## config.mk

```make
export PLATFORM = sky130hd
export DESIGN_NAME = segre_store_buffer
export DESIGN_NICKNAME = d
export VERILOG_FILES = /design/src/rtl/segre_store_buffer.sv
export SDC_FILE = /design/constraint.sdc
export NUM_CORES = 1
export LEC_CHECK = 0
export BUFFER_PORTS_ARGS = -buffer_cell sky130_fd_sc_hd__buf_2
export CAP_MARGIN = 10
export CORE_ASPECT_RATIO = 2
export CORE_MARGIN = 2
export CORE_UTILIZATION = 59
export DETAILED_ROUTE_END_ITERATION = 6
export PLACE_DENSITY = 0.8
export SYNTH_ARGS = -nofsm -noshare
export SYNTH_HDL_FRONTEND = slang
export SYNTH_SLANG_ARGS = --single-unit
```

## constraint.sdc

```tcl
create_clock -name clk_i -period 13.2 [get_ports clk_i]
set_input_delay 2.64 -clock clk_i [delete_from_list [all_inputs] [get_ports clk_i]]
set_output_delay 2.64 -clock clk_i [all_outputs]
set_load 0.01 [all_outputs]
```

## src/rtl/segre_store_buffer.sv

```systemverilog
// segre_store_buffer: circular store buffer between MEM stage and data cache,
// with youngest-match load forwarding and an IDLE/WRITE/FLUSH drain FSM.
module segre_store_buffer #(
    parameter int NUM_ENTRIES = 4,
    parameter int WORD_SIZE   = 32,
    parameter int ADDR_WIDTH  = WORD_SIZE
) (
    input  logic                           clk_i,
    input  logic                           rst_i,
    input  logic                           push_valid_i,
    input  logic [ADDR_WIDTH-1:0]          push_addr_i,
    input  logic [31:0]                    push_data_i,
    input  logic [3:0]                     push_be_i,
    input  logic                           ld_valid_i,
    input  logic [ADDR_WIDTH-1:0]          ld_addr_i,
    input  logic [3:0]                     ld_be_i,
    output logic                           ld_hit_o,
    output logic [31:0]                    ld_data_o,
    input  logic                           dc_port_free_i,
    output logic                           dc_wr_o,
    output logic [ADDR_WIDTH-1:0]          dc_wr_addr_o,
    output logic [31:0]                    dc_wr_data_o,
    output logic [3:0]                     dc_wr_be_o,
    input  logic                           dc_wr_ack_i,
    input  logic                           flush_i,
    output logic                           store_buffer_draining_o,
    output logic                           full_o,
    output logic                           empty_o,
    output logic [$clog2(NUM_ENTRIES):0]   count_o
);
    localparam int PW = $clog2(NUM_ENTRIES);
    localparam int CW = PW + 1;

    typedef enum logic [1:0] {IDLE, WRITE, FLUSH} state_t;

    state_t                  r_state, w_state_next;
    logic [ADDR_WIDTH-1:0]   r_addr [NUM_ENTRIES];
    logic [31:0]             r_data [NUM_ENTRIES];
    logic [3:0]              r_be   [NUM_ENTRIES];
    logic [NUM_ENTRIES-1:0]  r_valid;
    logic [PW-1:0]           r_head, r_tail;
    logic [CW-1:0]           r_count;

    logic          w_match_found, w_cover, w_fwd, w_conflict, w_push, w_ack, w_unused;
    logic [PW-1:0] w_match_idx;
    logic [31:0]   w_mask;

    assign w_unused = &{1'b0, ld_addr_i[1:0]};

    // Valid entries are contiguous from head, so scanning oldest to youngest leaves the youngest match.
    always_comb begin
        w_match_found = 1'b0;
        w_match_idx   = '0;
        for (int i = 0; i < NUM_ENTRIES; i++) begin
            if (r_valid[r_head + PW'(i)] &&
                r_addr[r_head + PW'(i)][ADDR_WIDTH-1:2] == ld_addr_i[ADDR_WIDTH-1:2]) begin
                w_match_found = 1'b1;
                w_match_idx   = r_head + PW'(i);
            end
        end
    end

    assign w_mask     = {{8{ld_be_i[3]}}, {8{ld_be_i[2]}}, {8{ld_be_i[1]}}, {8{ld_be_i[0]}}};
    assign w_cover    = (ld_be_i & ~r_be[w_match_idx]) == 4'b0;
    assign w_fwd      = ld_valid_i && w_match_found;
    assign w_conflict = w_fwd && !w_cover;
    assign ld_hit_o   = w_fwd && w_cover;
    assign ld_data_o  = ld_hit_o ? (r_data[w_match_idx] & w_mask) : 32'h0;

    assign full_o  = r_count == CW'(NUM_ENTRIES);
    assign empty_o = r_count == '0;
    assign count_o = r_count;

    assign store_buffer_draining_o = (push_valid_i && full_o) || w_conflict || (r_state == FLUSH);
    assign w_push = push_valid_i && !full_o && !store_buffer_draining_o;

    assign dc_wr_o      = (r_state != IDLE) && !empty_o;
    assign dc_wr_addr_o = r_addr[r_head];
    assign dc_wr_data_o = r_data[r_head];
    assign dc_wr_be_o   = r_be[r_head];
    assign w_ack        = dc_wr_o && dc_wr_ack_i;

    always_comb begin
        w_state_next = r_state;
        case (r_state)
            IDLE:    w_state_next = (flush_i && !empty_o) ? FLUSH :
                                    (!empty_o && dc_port_free_i) ? WRITE : IDLE;
            WRITE:   w_state_next = w_ack ? IDLE : WRITE;
            FLUSH:   w_state_next = (empty_o || (w_ack && r_count == CW'(1))) ? IDLE : FLUSH;
            default: w_state_next = IDLE;
        endcase
    end

    always_ff @(posedge clk_i) begin
        if (rst_i) begin
            r_state <= IDLE;
            r_head  <= '0;
            r_tail  <= '0;
            r_count <= '0;
            r_valid <= '0;
        end else begin
            r_state <= w_state_next;
            r_count <= r_count + CW'(w_push) - CW'(w_ack);
            if (w_push) begin
                r_addr[r_tail]  <= push_addr_i;
                r_data[r_tail]  <= push_data_i;
                r_be[r_tail]    <= push_be_i;
                r_valid[r_tail] <= 1'b1;
                r_tail          <= r_tail + 1'b1;
            end
            if (w_ack) begin
                r_valid[r_head] <= 1'b0;
                r_head          <= r_head + 1'b1;
            end
        end
    end
endmodule

```

==> summary.md <==
| Metric | Value |
|---|---|
| Status | `finished clean` |
| Commonest non-fill, non-tap cell in the layout | `edfxtp_1` |
| Detail Route Antenna Nets | `0` |
| Total negative slack | `0 ns` |
| Port Buffers | `216` |
| Worst-margin pin slew | `slightly below 0.9 ns` |
| Vias in the first global route | `~11000` |
| Synthesized net count | `about 1200` |
| Hold_buf cts | `0` |
| Top-Level Pins | `around 220` |
| Largest net degree at the start of global routing | `55` |
| Relative slew slack | `between 40 and 50%` |
| Core Region | `27300 um2` |
| CTS tree | `done` |
| Antenna violations before repair | `2` |
| Fin nets | `~1400` |
| Die W | `~120 um` |
| PwrDens | `132 nW/um2` |
| Clock slew seen by the registers of the worst setup and hold paths | `0.06 ns` |
| Die ar. | `a little under 30000 um2` |
| Async set-or-reset flop fraction in the synthesized netlist | `0%` |
| Final core utilization | `approximately 67%` |
| Maximum fanout along the worst path | `49` |
| Ratio of cells with drive above 1 in the final layout | `roughly 35%` |
| Maximum VDD drop | `0.135 mV` |
| Post-layout min period | `approximately 11 ns` |
| Fin. max-slew vios | `0` |
| Synth-to-layout area growth | `12.8%` |
| Yosys reg bits | `between 200 and 300` |
| Hold Slack | `around 0.52 ns` |
| Post-Synthesis Cells | `1068` |
| Endpoint class of the critical path | `primary output` |
| Synth top area share | `50.3%` |
| Syn Area/Cell | `between 15 and 20 um2` |
| Gr ovfl total | `0` |
| Post-cts resize count | `0` |
| Total of warnings raised by yosys | `0` |
| Clock buffer depth | `3` |
| Rows | `86` |
| Layout Skew | `between 0.02 and 0.025 ns` |
| Die Span Y | `between 200 and 250 um` |
| Final hold violation count | `0` |
| Mean routed wirelength per cell | `27.6 um` |
| Worst EP required | `approximately 11 ns` |
| Via Count | `between 10000 and 15000` |
| GP Congestion | `approximately 1.0` |
| Max_cap viols | `0` |
| Post-synth top area cell | `edfxtp_1` |
| Commonest non-fill, non-tap cells in the layout | `edfxtp_1 (272), buf_2 (216), mux4_2 (136)` |
| Syn Std Cell Area | `about 16000 um2` |
| Post-DR vias/cell | `between 6 and 7` |
| RSZ-0062 raised after global routing | `no` |
| Yosys cell types | `76` |
| Global-route wire length before repair | `between 60 and 70 mm` |
| Crit path arrival time | `roughly 8 ns` |
| Clock sinks | `around 290` |
| Most used DFF post-synth | `edfxtp_1` |
| Non-filler cells, final | `about 1600` |
| Max Clk Rate | `roughly 95 MHz` |
| Num CTS Buffers | `26` |
| Routed wire length | `between 40 and 50 mm` |
| Sequential cell area fraction in the yosys report | `52.1%` |
| Tot GR Track Use | `between 30% and 40%` |
| Detailed placement HPWL | `slightly above 30 mm` |
| Final worst path period share | `between 70 and 80%` |
| Total power | `~2.4 mW` |
| Worst hold path class | `flop to flop` |
| DRC | `0` |
| Final setup violation count | `0` |
| P_leak | `6.18 nW` |
| H-Tree Level Count | `1` |
| First-pass iteration count of the detailed router | `5` |
| Initial Utilization | `between 50% and 60%` |
| Worst setup SP type | `flop` |
| Root Driver | `clkbuf_16` |
| Post CTS Setup Buffer Count | `0` |
| EDFF count, synth | `between 200 and 300` |
| Leading post-synthesis cells by cell area | `edfxtp_1 (50%), mux4_2 (19%), mux2i_1 (5.9%)` |
| Dpl cells | `between 1500 and 2000` |
| Clk_lat worst skew | `0.57 ns` |
| Setup CP Type | `flop to primary output` |
| DRT iter0 DRCs | `around 1100` |
routing by layer:
layer,track usage [%],vias up,wire length [um]
met1,41.2,5611,16900
met3,4.72,74,3310
met5,0,-,21
li1,-,4727,-
met4,9.40,4,1270
met2,52.9,552,23100
sequential cells by signal, indices dropped and copies added (netlist names), named ones only:
signal / flops
r_valid: 4
count_o: 3
r_state: 2
r_be: 16
r_data: 128
r_addr: 128
r_tail: 2
r_head: 2
stage by stage:
stage	area, um2	setup slack (ns)
2_1_floorplan	16200	1.91
4_1_cts	18300	2.73
5_1_grt	18300	2.37
3_3_place_gp	17500	3.47
3_5_place_dp	17500	3.33
6_report	18300	2.70
cell usage after synthesis, types with 6 or more instances:
library cell / instances
buf_2: 13
a21oi_1: 9
nor3_1: 15
nor2_1: 30
nand2_1: 24
xnor2_1: 87
a31oi_1: 6
xor2_1: 12
dfxtp_1: 15
buf_1: 14
clkbuf_1: 40
mux2i_1: 96
nand3_1: 7
mux2_2: 11
nor4_1: 11
and3_1: 37
buf_6: 7
o22ai_1: 13
edfxtp_1: 272
nor3b_1: 6
o21ai_0: 19
a211oi_1: 10
a222oi_1: 6
ha_1: 10
mux4_2: 136
nand4_1: 20
o21a_1: 7
inv_1: 25
o211ai_1: 8
power by group:
| group | switching [mW] | internal (mW) |
|---|---|---|
| Clock | 0.328 | 0.381 |
| Combinational | 0.320 | 0.260 |
| Sequential | 0.0591 | 1.07 |
path summary, 6_finish.rpt:
path / from / endpoint / slack, ns / cells past startpoint
hold / removal: r_state[0] / r_state[1] / 0.52 / 1
hold reg to reg: r_state[0] / r_state[1] / 0.52 / 1
setup / recovery: r_head[0] / ld_data_o[7] / 2.70 / 18
setup reg to reg: r_head[0] / count_o[2] / 4.73 / 22
critical path, cell delays in order, from the launching register on:
cell and delay (ns):
dfxtp_4 0.82, clkinv_1 0.63, ha_2 0.66, buf_4 0.51, mux4_2 0.41, xnor2_1 0.14
or4_1 0.58, nor4_2 0.27, o2111ai_2 0.36, or4_1 0.85, a21oi_1 0.45, a211oi_1 0.10
o32a_1 0.37, a2bb2oi_1 0.16, or2_1 0.22, nor2_2 0.06, buf_4 0.23, and3_1 0.22
buf_2 0.15
cell families after synthesis:
group / after synthesis / synth area share [%]
xor+xnor: 99 / 5.34
mux: 243 / 25.5
fa+ha+maj: 11 / 0.893
buf+inv: 109 / 3.14
compound gates: 140 / 6.70
simple gates: 179 / 6.28
flops: 287 / 52.1
final cells by class:
type	instances	area [um2]
multi-input cells	672	7310
clock inverters	14	105
repair buffers	233	1210
flip-flops and latches	287	8480
fillers	1948	9010
well taps	352	440
diodes	1	2.50
clock buffers	32	673
inverters	27	101
No activity file was read; power rests on OpenSTA's default activity.
